[config.mk]
export PLATFORM = sky130hd
export DESIGN_NAME = sipo_deserializer
export DESIGN_NICKNAME = d
export VERILOG_FILES = /design/src/rtl/sipo_pkg.sv /design/src/rtl/sipo_deserializer.sv
export SDC_FILE = /design/constraint.sdc
export NUM_CORES = 1
export LEC_CHECK = 0
export CORE_AREA = 2 2 39 41
export DETAILED_ROUTE_END_ITERATION = 10
export DIE_AREA = 0 0 41 43
export MAX_ROUTING_LAYER = met4
export SKIP_CTS_REPAIR_TIMING = 1
export SLEW_MARGIN = 10
export SYNTH_ARGS = -nofsm -noshare
export SYNTH_HDL_FRONTEND = slang
export SYNTH_SLANG_ARGS = --single-unit
[constraint.sdc]
create_clock -name clk -period 2.6 [get_ports clk]
set_clock_uncertainty 0.15 [all_clocks]
set_input_delay 0.39 -clock clk [delete_from_list [all_inputs] [get_ports clk]]
set_output_delay 0.39 -clock clk [all_outputs]
set_load 0.01 [all_outputs]
[src/rtl/sipo_pkg.sv]
// Shared types and defaults for the serial-in/parallel-out deserializer.
// The PARITY state exists only when SIPO_PARITY_EN is defined.
package sipo_pkg;

  localparam int DEFAULT_WIDTH = 4;

`ifdef SIPO_PARITY_EN
  typedef enum logic [1:0] {
    IDLE   = 2'd0,
    SHIFT  = 2'd1,
    PARITY = 2'd2
  } state_t;
`else
  typedef enum logic [1:0] {
    IDLE   = 2'd0,
    SHIFT  = 2'd1
  } state_t;
`endif

endpackage

[src/rtl/sipo_deserializer.sv]
// Serial-in/parallel-out deserializer: assembles MSB-first frames into d with a one-cycle load pulse.
// Optional even-parity trailer bit enabled by defining SIPO_PARITY_EN.
module sipo_deserializer
  import sipo_pkg::*;
#(
  parameter int WIDTH = DEFAULT_WIDTH
) (
  input  logic             clk,
  input  logic             rst,
  input  logic             ser_valid,
  input  logic             ser_in,
  input  logic             ser_start,
  input  logic             err_clr,
  output logic             load,
  output logic [WIDTH-1:0] d,
  output logic             busy,
  output logic             frame_err
);

  localparam int CW = $clog2(WIDTH + 1);
  localparam logic [CW-1:0] CNT_ONE  = CW'(1);
  localparam logic [CW-1:0] CNT_LAST = CW'(WIDTH - 1);
`ifdef SIPO_PARITY_EN
  localparam logic [CW-1:0] CNT_FULL = CW'(WIDTH);
`endif

  state_t           state_reg, state_next;
  logic [WIDTH-1:0] shift_reg, shift_next;
  logic [WIDTH-1:0] d_reg, d_next;
  logic [CW-1:0]    count_reg, count_next;
  logic             load_reg, load_next;
  logic             err_reg, err_next;
  logic             err_set;

  logic [WIDTH-1:0] shifted;
  logic [WIDTH-1:0] first_bit;

  assign shifted   = {shift_reg[WIDTH-2:0], ser_in};
  assign first_bit = {{(WIDTH-1){1'b0}}, ser_in};

  always_ff @(posedge clk) begin
    if (rst) begin
      state_reg <= IDLE;
      shift_reg <= '0;
      d_reg     <= '0;
      count_reg <= '0;
      load_reg  <= 1'b0;
      err_reg   <= 1'b0;
    end else begin
      state_reg <= state_next;
      shift_reg <= shift_next;
      d_reg     <= d_next;
      count_reg <= count_next;
      load_reg  <= load_next;
      err_reg   <= err_next;
    end
  end

  always_comb begin
    state_next = state_reg;
    shift_next = shift_reg;
    d_next     = d_reg;
    count_next = count_reg;
    load_next  = 1'b0;
    err_set    = 1'b0;

    case (state_reg)
      IDLE: begin
        // Also taken in the cycle load is high, so frames can run back-to-back.
        if (ser_valid && ser_start) begin
          shift_next = first_bit;
          count_next = CNT_ONE;
          state_next = SHIFT;
        end
      end

      SHIFT: begin
        if (ser_valid) begin
          if (ser_start) begin
            err_set    = 1'b1;
            shift_next = first_bit;
            count_next = CNT_ONE;
          end else if (count_reg == CNT_LAST) begin
`ifdef SIPO_PARITY_EN
            shift_next = shifted;
            count_next = CNT_FULL;
            state_next = PARITY;
`else
            d_next     = shifted;
            load_next  = 1'b1;
            shift_next = '0;
            count_next = '0;
            state_next = IDLE;
`endif
          end else begin
            shift_next = shifted;
            count_next = count_reg + CNT_ONE;
          end
        end
      end

`ifdef SIPO_PARITY_EN
      PARITY: begin
        if (ser_valid) begin
          if (ser_start) begin
            err_set    = 1'b1;
            shift_next = first_bit;
            count_next = CNT_ONE;
            state_next = SHIFT;
          end else begin
            // Even parity: the trailer bit equals the XOR of the word bits.
            if (ser_in == ^shift_reg) begin
              d_next    = shift_reg;
              load_next = 1'b1;
            end else begin
              err_set = 1'b1;
            end
            shift_next = '0;
            count_next = '0;
            state_next = IDLE;
          end
        end
      end
`endif

      default: begin
        state_next = IDLE;
        shift_next = '0;
        count_next = '0;
      end
    endcase

    // A fresh error in the same cycle as err_clr keeps the flag set.
    if (err_set) begin
      err_next = 1'b1;
    end else if (err_clr) begin
      err_next = 1'b0;
    end else begin
      err_next = err_reg;
    end
  end

  assign load      = load_reg;
  assign d         = d_reg;
  assign busy      = (state_reg != IDLE);
  assign frame_err = err_reg;

endmodule

==> impl_metrics.json <==
{
  "status": "complete, no violations",
  "synth_mux_area_share_pct": 0,
  "clk_latency_ns": 0.28,
  "io_pins": 13,
  "post-route-util_pct": 49.0,
  "drc_errors": 0,
  "synth_compound_area_share_pct": 27.3,
  "synth_xor_area_share_pct": 0,
  "hold_path_class": "register to register",
  "max_freq_mhz": 547,
  "slew_headroom_pct": 65.4,
  "vias_per_cell": 5.36,
  "cts_tree": "built",
  "path_max_fanout": 7,
  "fp.dieW_um": 41,
  "endpoint_kind": "primary output",
  "max_slew.worst_pin.slew_ns": 0.513,
  "startpoint": "state_reg[0]$_SDFFE_PP0P_",
  "antenna_found_initial": 0,
  "min_period_over_period_pct": 70.3,
  "crit_type": "register to primary output",
  "num_vias": 413,
  "maxCapViolCount": 0,
  "synth_nets": 52,
  "die_y_um": 43,
  "reg2regPathDepth": 4,
  "tns_ns": 0,
  "dp_hpwl_um": 715,
  "synth.area.top_cells": "dfxtp_1 51%, a22o_1 6.9%, a32oi_1 5.2%",
  "placementRows": 14,
  "ir_drop_mv": 0.299,
  "clk_pin_slew_worst_paths_ns": 0.08,
  "min_period_ns": 1.83,
  "wl_per_cell_um": 12.8,
  "synth_top_area_cell": "dfxtp_1",
  "routed_wl_um": 985,
  "cts.path.max_buffers": 2,
  "coreArea_mm2": 0.00138,
  "power_leakage_nw": 0.243,
  "ys_warn_count": 0,
  "crit_buf_inv": 1,
  "worst_slack_ns": 0.771,
  "grt_overflow": 0,
  "dr.first_iter.drc_count": 7,
  "crit_path_end": "busy",
  "worstPathCellList": "clkdlybuf4s50_1",
  "syn_area_um2": 509,
  "grt_first_pass_wirelength_um": 1670,
  "drive_gt1_share_pct": 14.8,
  "final_cells": 77,
  "cpMaxStageDelayCell": "clkdlybuf4s50_1",
  "r2r-start": "count_reg[0]$_SDFFE_PP0P_",
  "place_congestion": 0.768,
  "grt_max_degree": 10,
  "yosys.area.top_type_share_pct": 51.1,
  "worst_path_largest_cell_delay_ns": 0.57,
  "ys_seq_elements": 13,
  "synthSimpleGateAreaFrac_pct": 17.4,
  "grt_use_total_pct": 14.7,
  "ys_types": 22,
  "cp.required_ns": 2.06,
  "antenna_cells": 0,
  "synth_top_family_by_area": "compound AO/OA/AOI/OAI gates",
  "timing.rr.end": "d[3]$_SDFFE_PP0P_",
  "hold_violations": 0,
  "avgSynthCellArea_um2": 11.3,
  "largest_reg_flops": 4,
  "start_util_pct": 36.8,
  "die-area_mm2": 0.00176,
  "yosysSeqAreaShare_pct": 51.1,
  "cts_root_buf": "clkbuf_4",
  "path_delay_family": "buffers and inverters",
  "grt_pass1_vias": 380,
  "drt_pre_antenna_iters": 4,
  "portBuffers": 12,
  "arrival_ns": 1.29,
  "dp_slack_ns": 0.662,
  "r2r_slack_ns": 1.02,
  "slew_violations": 0,
  "area_growth_pct": 33.2,
  "path_depth": 1,
  "netlist_instances": 45,
  "ant_nets": 0,
  "cts_max_level": 1,
  "fin_nets": 69,
  "dp_cells": 73,
  "final-setup-viol-count": 0,
  "hold_start": "d[2]$_SDFFE_PP0P_",
  "cts_sinks": 13,
  "powerDensity_mw_per_mm2": 535,
  "numCtsBuffers": 3,
  "rsz0062_at_grt": "false",
  "synthAdderAreaFrac_pct": 2.46,
  "critPathLaunchType": "register"
}
-- metrics by stage --
stage	power, W	hold WS, ns	area, µm²
2_1_floorplan	0.000227	0.300	509
3_3_place_gp	0.000243	0.315	652
3_5_place_dp	0.000244	0.311	652
4_1_cts	0.000366	0.332	678
5_1_grt	0.000381	0.350	678
6_report	0.000363	0.330	678
-- worst min-delay path by stage --
stage                              to  depth (start not counted)  slack [ns]
floorplan           d[3]$_SDFFE_PP0P_                          1        0.30
global placement    d[0]$_SDFFE_PP0P_                          1        0.32
detailed placement  d[2]$_SDFFE_PP0P_                          1        0.31
CTS                 d[0]$_SDFFE_PP0P_                          1        0.33
global route        d[2]$_SDFFE_PP0P_                          1        0.35
finish              d[2]$_SDFFE_PP0P_                          1        0.33
-- cell usage in the layout, fill, tap and decap left out, types with 2 or more instances in the layout --
cell type	Yosys	layout
a21oi_1	3	3
a32oi_1	3	3
o21ai_0	2	2
nand2b_1	2	2
nor2_1	3	3
clkbuf_4	0	3
clkdlybuf4s50_1	0	12
dfxtp_1	13	13
a22o_1	4	4
-- cells by family after synthesis --
kind of cell             after synthesis
AO/OA/AOI/OAI                         17
flip-flops                            13
AND/OR/NAND/NOR                       12
buffers and inverters                  2
adder cells (fa/ha/maj)                1
-- power by group --
| group | internal, W | switching (W) |
|---|---|---|
| Sequential | 0.000203 | 0.00000366 |
| Clock | 0.0000596 | 0.0000649 |
| Combinational | 0.0000173 | 0.0000149 |
| Total | 0.000280 | 0.0000834 |
-- metal layers --
layer / vias to the layer above / share of wire (%) / global-route usage (%) / routed length [µm]
met5: - / 0 / - / 0
met2: 16 / 43 / 18.4 / 423
li1: 205 / - / - / -
met1: 188 / 48 / 19.3 / 474
met4: 0 / 2.5 / 6.00 / 25
met3: 4 / 6.2 / 7.85 / 61
-- Yosys cell counts, drive strengths merged --
library cell  instances
o21ai                 2
a32oi                 3
inv                   1
and2b                 1
nand3b                1
a31oi                 1
dfxtp                13
a21o                  1
a22o                  4
ha                    1
and3b                 1
a211oi                1
a22oi                 1
buf                   1
or3b                  1
o31ai                 1
nor2                  3
nand2b                2
nand3                 1
nand2                 1
a21oi                 3
nor4                  1
-- cell type report --
cell class              count  area [µm²]
clock buffers               4        26.3
fillers                   148         706
inverters                   1        3.75
multi-input cells          30         240
flip-flops and latches     13         260
well taps                  16        20.0
repair buffers             13         128
Power figures use the tool's default switching activity.
